### config.mk
export PLATFORM = sky130hd
export DESIGN_NAME = id_regfile_sb
export DESIGN_NICKNAME = d
export VERILOG_FILES = /design/src/rtl/id_pkg.sv /design/src/rtl/id_sb_bits.sv /design/src/rtl/id_regfile_sb.sv
export SDC_FILE = /design/constraint.sdc
export NUM_CORES = 2
export LEC_CHECK = 0
export CAP_MARGIN = 20
export CORE_UTILIZATION = 40
export CTS_CLUSTER_SIZE = 30
export DETAILED_ROUTE_END_ITERATION = 6
export PLACE_DENSITY = 0.63
export RECOVER_POWER = 25
export REMOVE_ABC_BUFFERS = 1
export SLEW_MARGIN = 25
export SYNTH_ARGS = -nofsm -noshare
export SYNTH_HDL_FRONTEND = slang
export SYNTH_HIERARCHICAL = 1
export SYNTH_SLANG_ARGS = --single-unit
### constraint.sdc
create_clock -name clk -period 92.2 [get_ports clk]
set_clock_uncertainty 0.2 [all_clocks]
set_input_delay 18.44 -clock clk [delete_from_list [all_inputs] [get_ports clk]]
set_output_delay 18.44 -clock clk [all_outputs]
set_load 0.05 [all_outputs]
### src/rtl/id_pkg.sv
// Shared types and defaults for the decode-stage register file and its scoreboard.
package id_pkg;

    localparam int XLEN_DEFAULT = 32;
    localparam int NREG_DEFAULT = 32;
    localparam int AW_DEFAULT   = $clog2(NREG_DEFAULT);

    typedef logic [AW_DEFAULT-1:0]   regaddr_t;
    typedef logic [XLEN_DEFAULT-1:0] word_t;

    localparam regaddr_t REG_ZERO = '0;

endpackage

### src/rtl/id_sb_bits.sv
// Pending scoreboard: one bit per register owned by an outstanding long-latency writer,
// plus the source/WAW hazard detection that turns it into a decode stall.
module id_sb_bits #(
    parameter int NREG = 32,
    parameter int AW   = $clog2(NREG),
    parameter int NRD  = 2
) (
    input  logic              clk,
    input  logic              rst,
    input  logic [NRD*AW-1:0] rs_addr,
    input  logic [NRD-1:0]    rs_used,
    input  logic              issue_valid,
    input  logic [AW-1:0]     issue_rd,
    input  logic              issue_long,
    input  logic              wb_valid,
    input  logic [AW-1:0]     wb_rd,
    output logic              stall,
    output logic [AW:0]       pend_cnt
);

    logic [NREG-1:0] pending_q, pending_d;
    logic [AW:0]     cnt_q, cnt_d;
    logic            src_haz;
    logic            waw_haz;
    logic [AW-1:0]   addr;

    // A writeback landing this cycle is forwarded by the bypass, so it cancels the hazard.
    always_comb begin
        src_haz = 1'b0;
        addr    = '0;
        for (int i = 0; i < NRD; i++) begin
            addr = rs_addr[i*AW +: AW];
            if (rs_used[i] && pending_q[addr] && !(wb_valid && wb_rd == addr)) begin
                src_haz = 1'b1;
            end
        end
    end

    always_comb begin
        waw_haz = issue_long && (issue_rd != '0) && pending_q[issue_rd]
                  && !(wb_valid && wb_rd == issue_rd);
    end

    assign stall = src_haz || waw_haz;

    // Set is applied after clear so a new long-latency writer keeps ownership.
    always_comb begin
        pending_d = pending_q;
        if (wb_valid && wb_rd != '0) begin
            pending_d[wb_rd] = 1'b0;
        end
        if (issue_valid && issue_long && issue_rd != '0 && !stall) begin
            pending_d[issue_rd] = 1'b1;
        end
        pending_d[0] = 1'b0;
    end

    always_comb begin
        cnt_d = '0;
        for (int i = 0; i < NREG; i++) begin
            cnt_d = cnt_d + (AW+1)'(pending_d[i]);
        end
    end

    always_ff @(posedge clk or posedge rst) begin
        if (rst) begin
            pending_q <= '0;
            cnt_q     <= '0;
        end else begin
            pending_q <= pending_d;
            cnt_q     <= cnt_d;
        end
    end

    assign pend_cnt = cnt_q;

endmodule

### src/rtl/id_regfile_sb.sv
// Decode-stage register file: NRD combinational read ports with writeback bypass,
// one write port, and a pending scoreboard that raises stall on unresolved sources.
module id_regfile_sb
    import id_pkg::*;
#(
    parameter int XLEN = XLEN_DEFAULT,
    parameter int NREG = NREG_DEFAULT,
    parameter int AW   = $clog2(NREG),
    parameter int NRD  = 2
) (
    input  logic                clk,
    input  logic                rst,
    input  logic [NRD*AW-1:0]   rs_addr,
    input  logic [NRD-1:0]      rs_used,
    output logic [NRD*XLEN-1:0] rs_data,
    input  logic                issue_valid,
    input  logic [AW-1:0]       issue_rd,
    input  logic                issue_long,
    input  logic                wb_valid,
    input  logic [AW-1:0]       wb_rd,
    input  logic [XLEN-1:0]     wb_data,
    output logic                stall,
    output logic [AW:0]         pend_cnt
);

    logic [XLEN-1:0] regs_q [NREG];
    logic [XLEN-1:0] regs_d [NREG];
    logic [AW-1:0]   rd_addr [NRD];

    always_comb begin
        regs_d = regs_q;
        if (wb_valid && wb_rd != '0) begin
            regs_d[wb_rd] = wb_data;
        end
    end

    always_ff @(posedge clk or posedge rst) begin
        if (rst) begin
            regs_q <= '{default: '0};
        end else begin
            regs_q <= regs_d;
        end
    end

    always_comb begin
        for (int i = 0; i < NRD; i++) begin
            rd_addr[i] = rs_addr[i*AW +: AW];
        end
    end

    // Outputs are forced to zero while reset is held, even if a writeback is presented.
    always_comb begin
        rs_data = '0;
        for (int i = 0; i < NRD; i++) begin
            if (rst || rd_addr[i] == '0) begin
                rs_data[i*XLEN +: XLEN] = '0;
            end else if (wb_valid && wb_rd == rd_addr[i]) begin
                rs_data[i*XLEN +: XLEN] = wb_data;
            end else begin
                rs_data[i*XLEN +: XLEN] = regs_q[rd_addr[i]];
            end
        end
    end

    id_sb_bits #(
        .NREG (NREG),
        .AW   (AW),
        .NRD  (NRD)
    ) u_sb_bits (
        .clk         (clk),
        .rst         (rst),
        .rs_addr     (rs_addr),
        .rs_used     (rs_used),
        .issue_valid (issue_valid),
        .issue_rd    (issue_rd),
        .issue_long  (issue_long),
        .wb_valid    (wb_valid),
        .wb_rd       (wb_rd),
        .stall       (stall),
        .pend_cnt    (pend_cnt)
    );

endmodule

==> Flow_metrics.wiki <==
{| class="wikitable"
! Metric !! Value
|-
| Status || finished, violations left
|-
| Violations in the final reports || DRC, capacitance limit, slew limit
|-
| Post_cts resized || 0
|-
| Bufs on Longest Clock Path || 3
|-
| Reg2Reg Depth || 22
|-
| Final-stage net count || 4045
|-
| Multi-input gate area in the final layout || 0.02950 sq mm
|-
| Routed vias/inst || 6.424
|-
| Post-synthesis sequential element count || 1061
|-
| Number of clock buffers inserted by TritonCTS || 117
|-
| Xor/xnor cell area share of the yosys netlist || 0.4062%
|-
| Count leader, synth || sky130_fd_sc_hd__dfrtp_1
|-
| Area post-placement || 0.06085 sq mm
|-
| Area of the die || 0.1471 sq mm
|-
| Pins over their slew limit || 535
|-
| Synth top area share || 45.61%
|-
| RSZ-0062 raised after global routing || no
|-
| Post-synth EDFFs || 0
|-
| Final HPWL from detailed placement || 97850 microns
|-
| Number of nets with antenna violations after detailed routing || 0
|-
| Static leakage || 27.83 nW
|-
| Mux share of post-synthesis cell area || 39.46%
|-
| Critical Path Source Type || primary input
|-
| Worst path required time || 73560 ps
|-
| Max rail drop VDD || 51.40 uV
|-
| Startpoint of the lowest-slack hold path || regs_q[1011]
|-
| Post-synthesis adder-cell area fraction || 0.9414%
|-
| Critical-path top delay cell || sky130_fd_sc_hd__clkinvlp_2
|-
| Hold Path Stages || 0
|-
| Delay-heaviest family, CP || buffers and inverters
|-
| Chip height || 383.5 microns
|-
| Critical path fanouts, max || 116
|-
| Layout overhead on the synthesized area || 11.51%
|-
| Cell types with the highest counts after synthesis || 1061 x sky130_fd_sc_hd__dfrtp_1, 983 x sky130_fd_sc_hd__mux2_2, 398 x sky130_fd_sc_hd__mux4_2
|-
| TritonCTS clock tree || built
|-
| Filler-free cell count of the finished design || 5957
|-
| CP Data Arrival Time || 27070 ps
|-
| Part of the cycle the worst path needs || 49.58%
|-
| Count of port buffers added during placement || 129
|-
| Total via count in the routed design || 38270
|-
| Cell area after layout || 0.06491 sq mm
|-
| Final-layout fill cell count || 12830
|-
| Reg-to-reg critical path startpoint || u_sb_bits/pending_q[26]
|-
| Power per cell area || 22.78 mW/mm^2
|-
| Std-Cell Rows || 139
|-
| Capturing point of the worst reg2reg path || u_sb_bits/pend_cnt[4]
|-
| Share of layout cells above drive strength 1 || 43.61%
|-
| Clock transition at the registers of the reported paths || 60 ps
|-
| Reg2Reg Setup Slack || 85000 ps
|-
| Area fraction in compound gates after synthesis || 8.387%
|-
| Count of antenna diodes in the layout || 0
|-
| Worst-margin pin slew || 5433 ps
|-
| Post-Syn Area per Cell || 14.35 sq um
|-
| Category of the worst setup path capture point || output pin
|-
| # Post-CTS Setup Buffers || 0
|-
| Post-Synth Simple-Gate Area || 1.143%
|-
| Fraction of the yosys area taken by sequential cells || 45.61%
|-
| Average routed wire per standard cell || 30.71 microns
|-
| Maximum frequency from static timing analysis || 21.88 MHz
|-
| TritonCTS Sinks || 1061
|-
| Number of violations of the max-capacitance limit || 8
|-
| Initial antenna violation count || 7
|-
| Cell type with the highest aggregate area in the netlist || sky130_fd_sc_hd__dfrtp_1
|-
| Final Critical Period || 45710 ps
|-
| Most area-consuming cells after synthesis || sky130_fd_sc_hd__dfrtp_1 46%, sky130_fd_sc_hd__mux2_2 19%, sky130_fd_sc_hd__mux4_2 15%, sky130_fd_sc_hd__mux2i_1 4.5%, sky130_fd_sc_hd__a22oi_1 1.7%
|-
| Maximum number of pins on one net before global-route repair || 186
|-
| Worst-path cell chain || dlygate4sd3_1 -> clkinvlp_2 -> o21ai_0 -> nor2_4 -> buf_4 -> a22o_1 -> clkdlybuf4s50_1
|-
| Number of standard cells after synthesis || 4057
|-
| Initial cell density of the core || 40.42%
|-
| Hold endpoint || regs_q[1011]
|-
| Router iterations before antenna repair || 7
|-
| Dominant register cell in the synthesized netlist || sky130_fd_sc_hd__dfrtp_1
|-
| Number of global-route vias before repair || 38940
|-
| Level count of the clock H-tree || 3
|-
| Largest family of logic cells by synthesized area || multiplexers
|-
| Final weighted congestion of routability-driven global placement || 0.8181
|-
| Iter 0 DRT Violations || 3485
|-
| DIE WIDTH || 383.5 microns
|-
| Total detailed-routing wirelength || 182900 microns
|-
| Core region area || 0.1440 sq mm
|-
| CP bufs+invs || 4
|-
| Top-level I/O count || 130
|-
| Worst-case headroom to the max-slew limit || -264.2%
|-
| Endpoints failing setup || 0
|-
| Worst-skew pair later-pin latency || 740 ps
|-
| Footprint of the flip-flops and latches || 0.02655 sq mm
|-
| # hold bufs at CTS || 0
|-
| YS warnings || 6
|-
| Path type of the worst setup path || primary input to output pin
|-
| Hold Crit Class || flop to flop
|-
| Number of library cell types mapped by synthesis || 58
|-
| All-Layer GR Usage || 24.86%
|-
| Fin Setup TNS || 0 ps
|-
| Global-route wire length before repair || 271300 microns
|-
| Number of hold-slack violations in the final timing report || 0
|-
| Fraction of registers with async set or reset after synthesis || 100.0%
|-
| Root Buffer || sky130_fd_sc_hd__clkbuf_16
|-
| Post-synthesis cell area || 0.05821 sq mm
|-
| DRC || 10
|-
| Remaining global-route overflow || 0
|-
| Placed cells || 5736
|-
| Peak per-stage delay on the critical path || 4040 ps
|}
## cells in the final DEF, fill, tap and decap left out, types with 64 or more instances in the layout
master and instances:
sky130_fd_sc_hd__a21oi_1 102, sky130_fd_sc_hd__a221oi_1 64, sky130_fd_sc_hd__a22oi_1 129, sky130_fd_sc_hd__buf_4 105, sky130_fd_sc_hd__dfrtp_1 1061, sky130_fd_sc_hd__mux2_2 983
sky130_fd_sc_hd__mux2i_1 262, sky130_fd_sc_hd__a22o_1 64, sky130_fd_sc_hd__mux4_2 398, sky130_fd_sc_hd__clkdlybuf4s50_1 110, sky130_fd_sc_hd__clkbuf_16 120
## through the flow
step	power (W)	hold WS (ps)	setup WS (ps)	util [%]
after detailed placement	0.0009804	182.3	49890	42.26
after floorplan	0.0008699	165.3	25910	-
after CTS	0.001486	197.1	49870	45.13
after global placement	0.0009705	176.3	49830	42.26
after global routing	0.001549	205.9	45080	45.07
final	0.001479	194.4	46490	45.07
## how the worst max path moves through the flow
| stage | from | end | slack (ps) | cells after the start |
|---|---|---|---|---|
| 2_1_floorplan | rst | rs_data[0] | 25910 | 4 |
| 3_3_place_gp | rs_addr[0] | rs_data[0] | 49830 | 9 |
| 3_5_place_dp | rs_addr[6] | rs_data[48] | 49890 | 10 |
| 4_1_cts | rs_addr[6] | rs_data[48] | 49870 | 10 |
| 5_1_grt | rst | rs_data[49] | 45080 | 7 |
| 6_report | rst | rs_data[49] | 46490 | 7 |
## cell families (layout without fill, tap and decap cells)
| logic type | after synthesis | in the layout |
|---|---|---|
| AO/OA/AOI/OAI | 652 | 652 |
| AND/OR/NAND/NOR | 121 | 121 |
| buffers and inverters | 503 | 500 |
| adder cells (fa/ha/maj) | 30 | 30 |
| XOR/XNOR | 27 | 27 |
| multiplexers | 1663 | 1663 |
| flip-flops | 1061 | 1061 |
## flip-flops by register name, summed over array words and instances (netlist names)
register,count
u_sb_bits/pend_cnt,6
regs_q,1024
u_sb_bits/pending_q,31
## power breakdown
| part | leakage, nW | internal, W | switching [W] | total (W) |
|---|---|---|---|---|
| logic | 12.2 | 0.000190 | 0.000164 | 0.000353 |
| clock network | 2.04 | 0.000301 | 0.000202 | 0.000503 |
| registers | 13.6 | 0.000556 | 0.0000658 | 0.000622 |
## layout make-up
| class | instances | share of cell area [%] |
|---|---|---|
| clock buffer | 168 | 5.367 |
| sequential | 1061 | 40.90 |
| tap | 1903 | 3.668 |
| inverter | 36 | 0.2101 |
| clock inverter | 49 | 0.9947 |
| multi-input combinational | 2493 | 45.45 |
| timing repair buffer | 247 | 3.410 |
## metal layers
metal,global-route usage (%),up-vias,part of all wire (%),wire (microns)
li1,-,15620,-,-
met1,34.97,20760,43,78460
met2,38.77,1513,46,84560
met3,4.944,361,7.7,14080
met4,7.562,10,3.1,5755
met5,0,-,0.042,76
Power figures use the tool's default switching activity.
